### config.mk
export PLATFORM = sky130hd
export DESIGN_NAME = pipeline_hazard_ctrl
export DESIGN_NICKNAME = d
export VERILOG_FILES = /design/src/rtl/pipeline_hazard_ctrl.sv
export SDC_FILE = /design/constraint.sdc
export NUM_CORES = 1
export LEC_CHECK = 0
export ABC_AREA = 1
export BUFFER_PORTS_ARGS = -buffer_cell sky130_fd_sc_hd__buf_2
export CAP_MARGIN = 25
export CELL_PAD_IN_SITES_DETAIL_PLACEMENT = 1
export CELL_PAD_IN_SITES_GLOBAL_PLACEMENT = 2
export CORE_AREA = 8 8 139 141
export DETAILED_ROUTE_END_ITERATION = 10
export DIE_AREA = 0 0 147 149
export PLACE_DENSITY = 0.87
export SYNTH_ARGS = -nofsm -noshare
export SYNTH_HDL_FRONTEND = slang
export SYNTH_SLANG_ARGS = --single-unit
### constraint.sdc
create_clock -name clk -period 5.7 [get_ports clk]
set_input_delay 0.855 -clock clk [delete_from_list [all_inputs] [get_ports clk]]
set_output_delay 0.855 -clock clk [all_outputs]
set_load 0.02 [all_outputs]
### src/rtl/pipeline_hazard_ctrl.sv
// Stall/flush/forward controller for a 5-stage 64-bit RISC-V pipeline, with a
// data-memory wait FSM, timeout fault and saturating stall/flush counters.
module pipeline_hazard_ctrl #(
    parameter int TIMEOUT = 16,
    parameter int CNT_W   = 32
) (
    input  logic             clk,
    input  logic             reset,
    input  logic [4:0]       Rs1D,
    input  logic [4:0]       Rs2D,
    input  logic [4:0]       Rs1E,
    input  logic [4:0]       Rs2E,
    input  logic [4:0]       RD_E,
    input  logic             MemToRegE,
    input  logic             PCSrcE,
    input  logic             RegWriteM,
    input  logic [4:0]       RD_M,
    input  logic             MemReqM,
    input  logic             DMemReady,
    input  logic             RegWriteW,
    input  logic [4:0]       RD_W,
    output logic             StallF,
    output logic             StallD,
    output logic             StallE,
    output logic             StallM,
    output logic             FlushD,
    output logic             FlushE,
    output logic             BubbleW,
    output logic [1:0]       ForwardAE,
    output logic [1:0]       ForwardBE,
    output logic             MemFault,
    output logic [CNT_W-1:0] StallCount,
    output logic [CNT_W-1:0] FlushCount
);

    localparam int WCNT_W = $clog2(TIMEOUT + 1);
    localparam logic [WCNT_W-1:0] WAIT_LAST = WCNT_W'(TIMEOUT - 1);

    typedef enum logic [1:0] {
        ST_RUN,
        ST_WAIT,
        ST_FAULT
    } state_e;

    state_e            state_q, state_d;
    logic [WCNT_W-1:0] wait_cnt_q, wait_cnt_d;
    logic [CNT_W-1:0]  stall_cnt_q, stall_cnt_d;
    logic [CNT_W-1:0]  flush_cnt_q, flush_cnt_d;

    logic memwait;
    logic mem_hold;
    logic load_use;

    // Forward from the youngest producer; x0 is hardwired zero so never forwarded.
    function automatic logic [1:0] fwd_sel(
        input logic [4:0] rs,
        input logic       wr_m,
        input logic [4:0] rd_m,
        input logic       wr_w,
        input logic [4:0] rd_w
    );
        if (wr_m && (rd_m != 5'd0) && (rd_m == rs)) begin
            return 2'b10;
        end else if (wr_w && (rd_w != 5'd0) && (rd_w == rs)) begin
            return 2'b01;
        end
        return 2'b00;
    endfunction

    assign memwait  = MemReqM & ~DMemReady;
    assign mem_hold = memwait | (state_q == ST_FAULT);
    assign load_use = MemToRegE && (RD_E != 5'd0) && ((RD_E == Rs1D) || (RD_E == Rs2D));
    assign MemFault = (state_q == ST_FAULT);

    // wait_cnt counts consecutive memwait cycles, so the fault fires after TIMEOUT of them.
    always_comb begin
        // NOTE: every combinational output gets a default first so no path infers a latch.
        state_d    = state_q;
        wait_cnt_d = '0;
        unique case (state_q)
            ST_RUN: begin
                if (memwait) begin
                    state_d    = ST_WAIT;
                    wait_cnt_d = WCNT_W'(1);
                end
            end
            ST_WAIT: begin
                if (!memwait) begin
                    state_d = ST_RUN;
                end else if (wait_cnt_q == WAIT_LAST) begin
                    state_d = ST_FAULT;
                end else begin
                    wait_cnt_d = wait_cnt_q + WCNT_W'(1);
                end
            end
            ST_FAULT: begin
                state_d = ST_FAULT;
            end
            default: begin
                state_d = ST_RUN;
            end
        endcase
    end

    always_comb begin
        StallF    = 1'b0;
        StallD    = 1'b0;
        StallE    = 1'b0;
        StallM    = 1'b0;
        FlushD    = 1'b0;
        FlushE    = 1'b0;
        BubbleW   = 1'b0;
        ForwardAE = 2'b00;
        ForwardBE = 2'b00;
        if (reset) begin
            FlushD  = 1'b1;
            FlushE  = 1'b1;
            BubbleW = 1'b1;
        end else begin
            ForwardAE = fwd_sel(Rs1E, RegWriteM, RD_M, RegWriteW, RD_W);
            ForwardBE = fwd_sel(Rs2E, RegWriteM, RD_M, RegWriteW, RD_W);
            // EX is frozen under a memory hold, so branch and load-use are re-evaluated on release.
            if (mem_hold) begin
                StallF  = 1'b1;
                StallD  = 1'b1;
                StallE  = 1'b1;
                StallM  = 1'b1;
                BubbleW = 1'b1;
            end else if (PCSrcE) begin
                FlushD = 1'b1;
                FlushE = 1'b1;
            end else if (load_use) begin
                StallF = 1'b1;
                StallD = 1'b1;
                FlushE = 1'b1;
            end
        end
    end

    always_comb begin
        stall_cnt_d = stall_cnt_q;
        flush_cnt_d = flush_cnt_q;
        if (StallF && (stall_cnt_q != '1)) begin
            stall_cnt_d = stall_cnt_q + CNT_W'(1);
        end
        if (FlushE && (flush_cnt_q != '1)) begin
            flush_cnt_d = flush_cnt_q + CNT_W'(1);
        end
    end

    always_ff @(posedge clk or posedge reset) begin
        if (reset) begin
            // NOTE: sequential state uses non-blocking assignments so all registers update together.
            state_q     <= ST_RUN;
            wait_cnt_q  <= '0;
            stall_cnt_q <= '0;
            flush_cnt_q <= '0;
        end else begin
            state_q     <= state_d;
            wait_cnt_q  <= wait_cnt_d;
            stall_cnt_q <= stall_cnt_d;
            flush_cnt_q <= flush_cnt_d;
        end
    end

    assign StallCount = stall_cnt_q;
    assign FlushCount = flush_cnt_q;

endmodule

==> flow_summary.json <==
{
  "outcome": "completed",
  "crit_start": "DMemReady",
  "leakagePower_nw": 3.32,
  "post_cts_resize_count": 0,
  "max-slew-margin-rel_pct": 50.6,
  "synth_top_area_cell": "dfrtp_1",
  "diodes": 0,
  "synth_top_cells_by_count": "nand2_1, nor2_1, nand3_1",
  "hp-class": "flop to flop",
  "wire_per_inst_um": 15.2,
  "remaining_drc_errors": 0,
  "fin_hold_ws_ns": 0.479,
  "drt_iter0_markers": 153,
  "setup_viol": 0,
  "htreeDepth": 3,
  "synthCells": 804,
  "reg2reg_from": "StallCount[0]",
  "vias": 5418,
  "area_delta_synth_final_pct": 19.8,
  "core_sq_mm": 0.0171,
  "antenna_left": 0,
  "overflow": 0,
  "hpwlAfterDp_um": 13600,
  "numPlacedInstances": 1129,
  "clock_latency_ns": 0.34,
  "synth_edf_count": 0,
  "irDropWorstVdd_uv": 137,
  "critPathRequiredTime_ns": 4.85,
  "start_kind": "input port",
  "hold_start": "state_q[1]",
  "drive_gt1_share_pct": 16.5,
  "clockBufferDepth": 2,
  "nets": 962,
  "fin_setup_tns_ns": 0,
  "first_pass_iters": 4,
  "synth_flop_cell": "dfrtp_1",
  "grt_pass1_vias": 5969,
  "grt_max_degree": 73,
  "final_hold_viol_count": 0,
  "worstSetupPathType": "input port to output port",
  "worstMarginPinSlew_ns": 0.740,
  "ys_seq_area_share_pct": 34.1,
  "ys_seq_elements": 71,
  "synth.most_common_cell": "nand2_1",
  "powerDensity_mw_per_mm2": 216,
  "yosysWarnings": 0,
  "critPathArrivalTime_ns": 2.43,
  "maxCapViolations": 0,
  "routabilityCongestion": 0.872,
  "yosysUniqueCellTypes": 29,
  "total_power_w": 0.00134,
  "worstSetupEndpointType": "output port",
  "post_cts_buffers": 0,
  "die_h_um": 149,
  "die_x_um": 147,
  "fin_worst_skew_ns": 0.00663,
  "start_util_pct": 30.5,
  "vias_per_cell": 4.73,
  "track_usage_pct": 16.6,
  "rsz0062_at_grt": "no",
  "min_period_ns": 3.29,
  "die_area_sq_mm": 0.0219,
  "path_max_fanout": 36,
  "cts_sinks": 71,
  "cts_buffers": 9,
  "synth.area.top_cells": "dfrtp_1, nand2_1, nand3_1, nor2_1, xor2_1",
  "max_freq_mhz": 304,
  "post-route-period-util_pct": 57.7,
  "fin_cells": 1145,
  "portBuffers": 118,
  "synth_top_area_share_pct": 34.1,
  "io_pins": 119,
  "syn_avg_cell_area_sq_um": 6.47,
  "grt_pass1_wl_um": 29800,
  "cts-root-buf": "clkbuf_16",
  "cts_hold_buf": 0,
  "routed_wl_um": 17400,
  "rows": 48,
  "netlist_area_sq_mm": 0.00520,
  "antenna_found_initial": 0,
  "path_clk_slew_ns": 0.06,
  "nFillCells": 2281,
  "cts_tree": "built",
  "synthArstFlopShare_pct": 100,
  "drv_slew": 0,
  "synthesis.nets": 850
}
==> through the flow <==
| step | setup slack (ns) | cell area (sq um) | util [%] |
|---|---|---|---|
| finish | 2.41 | 6240 | 36.6 |
| global route | 2.18 | 6240 | 36.6 |
| CTS | 2.37 | 6210 | 36.4 |
| detailed placement | 2.38 | 5950 | 34.9 |
| global placement | 2.45 | 5950 | 34.9 |
| floorplan | 1.68 | 5200 | - |
==> flip-flops by register name, indices dropped and copies added (netlist names) <==
register	cells
StallCount	32
state_q	2
wait_cnt_q	5
FlushCount	32
==> kinds of logic after synthesis <==
group	after synthesis	synth area share (%)
flops	71	34.1
xor+xnor	53	8.92
compound gates	9	1.11
fa+ha+maj	3	0.721
simple gates	574	47.0
buf+inv	94	8.10
==> critical path: stages <==
cell	delay, ns
buf_2	0.10
nor2_1	0.20
inv_1	0.06
nand2_1	0.06
inv_1	0.07
nor2_1	0.17
inv_1	0.07
nand2_2	0.54
buf_2	0.29
==> power breakdown <==
| part | internal [W] | switching, W | total [W] |
|---|---|---|---|
| registers | 0.000533 | 0.0000524 | 0.000586 |
| logic | 0.0000875 | 0.000154 | 0.000242 |
| clock network | 0.000304 | 0.000213 | 0.000517 |
| total | 0.000925 | 0.000420 | 0.00134 |
==> final timing paths <==
| kind | to | slack [ns] | cells past startpoint |
|---|---|---|---|
| hold / removal | wait_cnt_q[0] | 0.48 | 1 |
| hold reg to reg | wait_cnt_q[0] | 0.48 | 1 |
| min in group asynchronous | FlushCount[2] | 0.64 | 3 |
| max in group asynchronous | StallCount[15] | 4.50 | 4 |
| setup / recovery | StallF | 2.41 | 9 |
| setup reg to reg | StallCount[16] | 2.58 | 9 |
==> final cells by class <==
type                    instances  area (sq um)  area share [%]
well taps                     225           282            4.51
clock buffers                  14           254            4.07
multi-input cells             639          3010            48.2
flip-flops and latches         71          1780            28.5
inverters                      74           279            4.47
clock inverters                 1          5.00          0.0803
repair buffers                121           633            10.2
==> layout by cell type, fill, tap and decap left out, drive strengths merged <==
master  count
a21o        1
a21oi       2
and2        1
buf       121
clkbuf     14
clkinv      2
dfrtp      71
ha          3
inv        73
nand2     322
nand3      94
nand3b     13
nand4      11
nor2      106
nor3       21
nor3b       2
nor4        2
o21ai       3
o31ai       1
o41ai       2
or2         2
xnor2      20
xor2       33
==> per-layer routing <==
layer  up-vias  track usage (%)  routed length (um)  share of wire (%)
li1       2741                -                   -                  -
met1      2555             19.9                8050                 46
met2       105             29.1                8280                 47
met3        17             4.00                 865                5.0
met4         0             4.44                 243                1.4
met5         -                0                   0                  0
(Power assumes the default switching activity.)
